## config.mk

```make
export PLATFORM = sky130hd
export DESIGN_NAME = sgc_window_feeder_flat
export DESIGN_NICKNAME = d
export VERILOG_FILES = /design/src/rtl/sgc_pkg.sv /design/src/rtl/sgc_window_feeder_if.sv /design/src/rtl/sgc_shift_window.sv /design/src/rtl/sgc_window_feeder.sv /design/src/flat_wrapper.sv
export SDC_FILE = /design/constraint.sdc
export NUM_CORES = 1
export LEC_CHECK = 0
export BUFFER_PORTS_ARGS = -buffer_cell sky130_fd_sc_hd__buf_2
export CAP_MARGIN = 30
export CORE_UTILIZATION = 52
export CTS_BUF_LIST = sky130_fd_sc_hd__clkbuf_4 sky130_fd_sc_hd__clkbuf_8 sky130_fd_sc_hd__clkbuf_16
export DETAILED_ROUTE_END_ITERATION = 8
export MAX_ROUTING_LAYER = met4
export PLACE_DENSITY_LB_ADDON = 0.08
export SKIP_CTS_REPAIR_TIMING = 1
export SLEW_MARGIN = 20
export SYNTH_ARGS = -nofsm -noshare
export SYNTH_HDL_FRONTEND = slang
export SYNTH_SLANG_ARGS = --single-unit
```

## constraint.sdc

```tcl
create_clock -name clk -period 1.9 [get_ports clk]
set_input_delay 0.19 -clock clk [delete_from_list [all_inputs] [get_ports clk]]
set_output_delay 0.19 -clock clk [all_outputs]
set_load 0.05 [all_outputs]
```

## src/rtl/sgc_pkg.sv

```systemverilog
// Shared definitions for the sgc smoothing filter front end.
//   - sgc_state_t : feeder FSM states
//   - SGC_WINDOW_SIZE / SGC_DATA_W : default geometry shared with the filter
//   - slot_lsb()  : bit offset of a window slot in the flattened window bus
package sgc_pkg;

    localparam int SGC_WINDOW_SIZE = 7;
    localparam int SGC_DATA_W      = 32;

    typedef enum logic [1:0] {
        FILL = 2'd0,   // collecting the first WINDOW_SIZE samples
        PEND = 2'd1,   // complete window presented, waiting for consume
        DONE = 2'd2    // window consumed, waiting for the next sample
    } sgc_state_t;

    // Slot k of a flattened window sits at bits [k*data_w +: data_w].
    function automatic int slot_lsb(input int k, input int data_w);
        return k * data_w;
    endfunction

endpackage

```

## src/rtl/sgc_window_feeder_if.sv

```systemverilog
// Handshake bundle between the sample source, the feeder and the filter.
//   s_valid/s_ready/s_data       : sample stream into the feeder
//   win_valid/win_ready/win_data : window stream out to the filter
// slave  : the feeder side
// master : the environment side (source and filter together)
interface sgc_window_feeder_if
    import sgc_pkg::*;
#(
    parameter int WINDOW_SIZE = SGC_WINDOW_SIZE,
    parameter int DATA_W      = SGC_DATA_W
);
    logic                          s_valid;
    logic                          s_ready;
    logic signed [DATA_W-1:0]      s_data;
    logic                          win_valid;
    logic                          win_ready;
    logic [WINDOW_SIZE*DATA_W-1:0] win_data;

    modport slave (
        input  s_valid, s_data, win_ready,
        output s_ready, win_valid, win_data
    );

    modport master (
        output s_valid, s_data, win_ready,
        input  s_ready, win_valid, win_data
    );
endinterface

```

## src/rtl/sgc_shift_window.sv

```systemverilog
// Parameterised sliding window shift register.
//   clk, rst_n : clock, async active-low reset (clears all slots)
//   clr        : synchronous clear, wins over en
//   en         : shift one position toward slot 0, din enters slot DEPTH-1
//   din        : new sample
//   dout       : flattened window, slot 0 (oldest) in the low bits
module sgc_shift_window
    import sgc_pkg::*;
#(
    parameter int DEPTH  = SGC_WINDOW_SIZE,
    parameter int DATA_W = SGC_DATA_W
) (
    input  logic                    clk,
    input  logic                    rst_n,
    input  logic                    clr,
    input  logic                    en,
    input  logic [DATA_W-1:0]       din,
    output logic [DEPTH*DATA_W-1:0] dout
);
    logic [DEPTH-1:0][DATA_W-1:0] slots;

    always_ff @(posedge clk or negedge rst_n) begin
        if (!rst_n) begin
            slots <= '0;
        end else if (clr) begin
            slots <= '0;
        end else if (en) begin
            for (int k = 0; k < DEPTH - 1; k++) begin
                slots[k] <= slots[k+1];
            end
            slots[DEPTH-1] <= din;
        end
    end

    for (genvar k = 0; k < DEPTH; k++) begin : g_slot
        localparam int LSB = slot_lsb(k, DATA_W);
        assign dout[LSB +: DATA_W] = slots[k];
    end
endmodule

```

## src/rtl/sgc_window_feeder.sv

```systemverilog
// Streaming front end for the sgc smoothing filter.
// Collects signed samples into a sliding window and presents each complete
// window once; the input is throttled while a window waits to be consumed.
//   clk, rst_n  : clock, async active-low reset
//   bus         : sample and window handshakes (slave side)
//   flush       : synchronous clear of window, fill count and sequence count
//   fill_count  : samples held, saturating at WINDOW_SIZE
//   win_seq     : windows consumed since reset/flush, wraps silently
module sgc_window_feeder
    import sgc_pkg::*;
#(
    parameter int WINDOW_SIZE = SGC_WINDOW_SIZE,
    parameter int DATA_W      = SGC_DATA_W,
    parameter int CNT_W       = 16
) (
    input  logic               clk,
    input  logic               rst_n,
    sgc_window_feeder_if.slave bus,
    input  logic               flush,
    output logic [3:0]         fill_count,
    output logic [CNT_W-1:0]   win_seq
);
    localparam logic [3:0] FULL = 4'(WINDOW_SIZE);

    sgc_state_t                    state;
    logic                          win_valid_q;
    logic                          s_ready_c;
    logic                          accept;
    logic                          consume;
    logic [WINDOW_SIZE*DATA_W-1:0] window;

    // In PEND a new sample may only enter when the current window leaves in
    // the same cycle, so ready passes straight through from the consumer.
    // Gating with rst_n keeps the source stalled while reset is held.
    always_comb begin
        s_ready_c = 1'b1;
        if (state == PEND) s_ready_c = bus.win_ready;
        if (flush || !rst_n) s_ready_c = 1'b0;
    end

    assign accept  = bus.s_valid && s_ready_c;
    assign consume = win_valid_q && bus.win_ready && !flush;

    always_ff @(posedge clk or negedge rst_n) begin
        if (!rst_n) begin
            state       <= FILL;
            fill_count  <= '0;
            win_valid_q <= 1'b0;
            win_seq     <= '0;
        end else if (flush) begin
            state       <= FILL;
            fill_count  <= '0;
            win_valid_q <= 1'b0;
            win_seq     <= '0;
        end else begin
            if (consume) win_seq <= win_seq + CNT_W'(1);
            if (accept && fill_count != FULL) fill_count <= fill_count + 4'd1;
            case (state)
                FILL: begin
                    if (accept && fill_count == FULL - 4'd1) begin
                        state       <= PEND;
                        win_valid_q <= 1'b1;
                    end
                end
                PEND: begin
                    // accept implies consume here; only a bare consume drains
                    if (consume && !accept) begin
                        state       <= DONE;
                        win_valid_q <= 1'b0;
                    end
                end
                DONE: begin
                    if (accept) begin
                        state       <= PEND;
                        win_valid_q <= 1'b1;
                    end
                end
                default: begin
                    state       <= FILL;
                    win_valid_q <= 1'b0;
                end
            endcase
        end
    end

    sgc_shift_window #(
        .DEPTH  (WINDOW_SIZE),
        .DATA_W (DATA_W)
    ) u_window (
        .clk   (clk),
        .rst_n (rst_n),
        .clr   (flush),
        .en    (accept),
        .din   (bus.s_data),
        .dout  (window)
    );

    assign bus.s_ready   = s_ready_c;
    assign bus.win_valid = win_valid_q;
    assign bus.win_data  = window;
endmodule

```

## src/flat_wrapper.sv

```systemverilog
// flat-port wrapper written by rule: the top's interface ports become plain ports
module sgc_window_feeder_flat import sgc_pkg::*;
#(
    parameter int WINDOW_SIZE = SGC_WINDOW_SIZE,
    parameter int DATA_W      = SGC_DATA_W,
    parameter int CNT_W       = 16
)
  (clk, rst_n, flush, fill_count, win_seq, bus_s_valid, bus_s_data, bus_win_ready, bus_s_ready, bus_win_valid, bus_win_data);
  sgc_window_feeder_if #(.WINDOW_SIZE(WINDOW_SIZE), .DATA_W(DATA_W)) bus_i ();
  input  logic clk;
  input  logic rst_n;
  input  logic flush;
  output logic [3:0] fill_count;
  output logic [CNT_W-1:0] win_seq;
  input wire logic [$bits(bus_i.s_valid)-1:0] bus_s_valid;
  input wire logic [$bits(bus_i.s_data)-1:0] bus_s_data;
  input wire logic [$bits(bus_i.win_ready)-1:0] bus_win_ready;
  output wire logic [$bits(bus_i.s_ready)-1:0] bus_s_ready;
  output wire logic [$bits(bus_i.win_valid)-1:0] bus_win_valid;
  output wire logic [$bits(bus_i.win_data)-1:0] bus_win_data;
  assign bus_i.s_valid = bus_s_valid;
  assign bus_i.s_data = bus_s_data;
  assign bus_i.win_ready = bus_win_ready;
  assign bus_s_ready = bus_i.s_ready;
  assign bus_win_valid = bus_i.win_valid;
  assign bus_win_data = bus_i.win_data;
  sgc_window_feeder #(.WINDOW_SIZE(WINDOW_SIZE), .DATA_W(DATA_W), .CNT_W(CNT_W)) u_core (.clk(clk), .rst_n(rst_n), .bus(bus_i), .flush(flush), .fill_count(fill_count), .win_seq(win_seq));
endmodule
```

# After elaboration in Yosys (flattened, before gate mapping)
# Cells that the tools add are included.
# word_totals
register_bits	247
latchBits	0
ramBits	0
romBits	0
input_bits	37
output_inout_bits	246
wordCells	53
n_memories	0
# classes
addsub	2
multipliers	0
n_div	0
n_lt_le_gt_ge	0
n_eq_ne	7
shift	0
muxes	18
bitwise_logic	0
n_reduce_logical	15
# ops
op	count
2-to-1 mux 224 bit	2
2-to-1 mux 16 bit	2
adder 16 x 1 -> 16 bit (second input constant)	1
2-to-1 mux 2 bit	4
2-to-1 mux 4 bit	2
logical AND 1 bit	6
2-to-1 mux 1 bit	6
inequality test 3 x 2 -> 1 bit (second input constant)	2
case mux 2 bit (3 select lines)	1
nonzero test 2 bit	3
adder 4 x 1 -> 4 bit (second input constant)	1
== test 4 x 3 -> 1 bit (second input constant)	1
inequality test 4 x 3 -> 1 bit (second input constant)	1
zero test 1 bit	3
inequality test 3 bit (second input constant)	1
case mux 1 bit (3 select lines)	1
AND reduction 3 bit	1
== test 2 x 1 -> 1 bit (second input constant)	1
== test 2 bit (second input constant)	1
zero test 2 bit	1
logical OR 1 bit	1

# Longest topological paths before layout
# depth
ltp_word	9
ltp_mapped	8
mapped_depth_nobuf	5

# Hierarchy
# From an unflattened synthesis, not the netlist that was laid out.
# hier_totals
cells_unflattened	837
area_unflattened_um2	10206.0
# modules_own_cells
module	n_inst	cells_each	area_each_um2	seq_area_each_um2
sgc_shift_window	1	722	9063.7	5605.4
sgc_window_feeder	1	115	1142.3	550.5

# Worst setup path before layout
# Ideal clock, no wire load.
# synth_path
kind	reg-to-output
from	reg u_core.state[0]
to	out bus_s_ready
arrival_time_ns	2.088
required_ns	1.710
path_slack_ns	-0.378
stages_incl_launch_ff	4
n_path_buf	1
path_cell_list	dfrtp_1 -> buf_6 -> nor3b_4 -> nor3b_1
# synth_via
elab_chain_cells	3
# synth_rtl
item	line_no	source
start: declaration	sgc_window_feeder.sv:25	sgc_state_t state;
start signal: assignment	sgc_window_feeder.sv:46	state <= FILL;
start signal: assignment	sgc_window_feeder.sv:51	state <= FILL;
start signal: assignment	sgc_window_feeder.sv:61	state <= PEND;
== test 2 x 1 -> 1 bit	sgc_window_feeder.sv:37	if (state == PEND) s_ready_c = bus.win_ready;
2-to-1 mux 1 bit	sgc_window_feeder.sv:37	
2-to-1 mux 1 bit	sgc_window_feeder.sv:38	if (flush || !rst_n) s_ready_c = 1'b0;
end: declaration	flat_wrapper.sv:18	output wire logic [$bits(bus_i.s_ready)-1:0] bus_s_ready;
# No other way between the ends.

# Worst setup path after layout
# layout_path
from	reg u_core.state[1]
to	out bus_s_ready
# Same word-level chain as after synthesis.

==> flow_metrics.tcl <==
set metrics [dict create \
    wl_per_cell_um 15.4 \
    async_flop_share_pct 100 \
    r2r-end "u_core.u_window.dout[84]" \
    finalCriticalPeriod_ns 1.78 \
    die_area_um2 19900 \
    maxCapViolations 0 \
    ant_nets 0 \
    ff_latch_area_um2 6160 \
    firstDrtPassIters 5 \
    cp.required_ns 1.71 \
    synthFlopType "dfrtp_1" \
    slew_headroom_pct 42.8 \
    whs_path_depth 3 \
    post-route-util_pct 69.1 \
    synthTopCellsByCount "nand2_1, dfrtp_1, a21oi_1, nand3b_1, clkbuf_1" \
    r2r-start "u_core.state[1]" \
    area_delta_synth_final_pct 29.0 \
    antenna_found_initial 0 \
    vias 8384 \
    place_area_um2 11800 \
    final.setup_skew_ns 0.0141 \
    coreArea_um2 18800 \
    syn-cell-area_um2 10100 \
    cp-end-kind "output port" \
    ys_seq_area_share_pct 61.1 \
    drc 0 \
    grt_usage_pct 25.6 \
    ys_seq_elements 246 \
    fmax_mhz 561 \
    period_share_pct 93.8 \
    fin_cells 1652 \
    r2r_setup_slack_ns 0.15 \
    hp-start "bus_win_ready" \
    numCtsBuffers 26 \
    grt_max_degree 158 \
    synth_top_area_share_pct 61.1 \
    post_synth_main_area_contributors "dfrtp_1, nand2_1, a21oi_1, nand3b_1, clkbuf_1" \
    die_y_um 141 \
    clk_pin_slew_ns 0.06 \
    dieWidth_um 141 \
    hold_viol 0 \
    slew_viol_final 0 \
    avgViaCountPerCell 5.08 \
    initial_core_util_pct 53.5 \
    fin_area_um2 13000 \
    io_buffers 282 \
    synth_edf_count 0 \
    min_path_type "in2reg" \
    critPathLaunchType "flop" \
    fillers 1556 \
    r2r_cells 5 \
    clock_path_buffers 3 \
    gp_congestion 0.792 \
    grt_pass1_wl_mm 39.8 \
    power.leakage_nw 6.68 \
    crit_arrival_ns 1.59 \
    clock-sinks 246 \
    path_max_fanout 4 \
    multiInputGateArea_um2 3520 \
    floorplan.rows 50 \
    antenna_cells 0 \
    powerDensity_nw_per_um2 861 \
    cts_root_buf "clkbuf_16" \
    syn_inst 1088 \
    synth_nets 1128 \
    status "finished clean" \
    yosysMostFrequentCell "nand2_1" \
    clkLatencyLatePin_ns 0.52 \
    ys_types 37 \
    finalSetupViolCount 0 \
    syn_area_per_cell_um2 9.26 \
    worst-setup-path-type "reg2out" \
    tritoncts "built" \
    ios 283 \
    hold-worst-slack_ns 0.0271 \
    irDropWorstVdd_mv 0.637 \
    tightest_slew_ns 0.858 \
    h-tree-depth 1 \
    ys_warn_count 0 \
    hpwlAfterDp_mm 16.0 \
    yosys.area.top_type "dfrtp_1" \
    dpl.cell_count 1573 \
    drt-total-wl_mm 25.5 \
    nNetsFinal 1415 \
    holdPathEnd "u_core.win_seq[1]" \
    grt.overflow.total 0 \
    grt_pass1_vias 7561 \
    drt_iter0_markers 475 \
    drive_above_1_share_pct 25.8 \
    rsz0062_at_grt "no" \
]
==> worst max-delay path, stage by stage, from the launching register on <==
cell     delay [ns]
dfrtp_1        0.44
nor3b_4        0.32
nor3b_2        0.09
buf_2          0.24
==> placed cells by master (no fill, tap or decap), types with 6 or more instances in the layout <==
cell           count
nand2_1          453
buf_2            280
dfrtp_1          243
a21oi_1          165
nand3b_1          64
dlygate4sd3_1     33
clkbuf_16         27
nor2_1            17
buf_12            12
xnor2_1           10
buf_4              8
inv_1              7
nand3_1            7
clkbuf_4           7
nor3_1             6
==> state kept, by name, indices dropped and copies added, names as in the netlist <==
| register | cells |
|---|---|
| u_core.state | 2 |
| u_core.fill_count | 4 |
| u_core.win_seq | 16 |
| u_core.u_window.dout | 224 |
==> layout make-up <==
| class | count | area share, % |
|---|---|---|
| multi-input cells | 758 | 27.1 |
| clock buffers | 39 | 6.13 |
| inverters | 7 | 0.202 |
| flip-flops and latches | 246 | 47.4 |
| repair buffers | 336 | 16.0 |
| clock inverters | 6 | 0.654 |
| well taps | 260 | 2.50 |
==> worst max-delay path by stage <==
stage | startpoint | end | slack [ns] | depth (start not counted)
floorplan | u_core.state[0] | u_core.u_window.dout[105] | -0.009 | 8
detailed placement | u_core.state[1] | u_core.u_window.dout[95] | 0.16 | 5
global placement | u_core.state[1] | u_core.u_window.dout[35] | 0.23 | 6
global route | u_core.state[1] | u_core.u_window.dout[114] | 0.02 | 5
CTS | u_core.state[1] | bus_s_ready | 0.09 | 3
finish | u_core.state[1] | bus_s_ready | 0.12 | 3
==> power breakdown <==
part / internal [mW] / switching, mW
combinational: 0.209 / 0.538
sequential: 5.29 / 0.0401
clock: 3.15 / 1.96
==> stage by stage <==
stage | TNS [ns] | setup WS [ns] | total power, mW
finish | 0 | 0.117 | 11.2
global route | 0 | 0.0162 | 11.6
detailed placement | 0 | 0.157 | 6.11
floorplan | -0.815 | -0.00906 | 5.83
global placement | 0 | 0.230 | 6.11
CTS | 0 | 0.0867 | 11.2
==> routing by layer <==
layer / vias up / routed length [um] / global-route usage, % / part of all wire (%)
met1: 3965 / 11600 / 36.5 / 45
met5: - / 0 / - / 0
met4: 0 / 586 / 7.38 / 2.3
met3: 40 / 1590 / 5.43 / 6.2
li1: 4115 / - / - / -
met2: 264 / 11700 / 36.9 / 46
==> kinds of logic (layout without fill, tap and decap cells) <==
group	after synthesis	in the layout	synth area share (%)
simple gates	565	565	24.2
flops	246	246	61.1
compound gates	174	174	8.84
buf+inv	84	388	4.01
xor+xnor	12	12	1.04
mux	4	4	0.422
fa+ha+maj	3	3	0.373
Note: power is estimated with default switching activity, not from simulation.
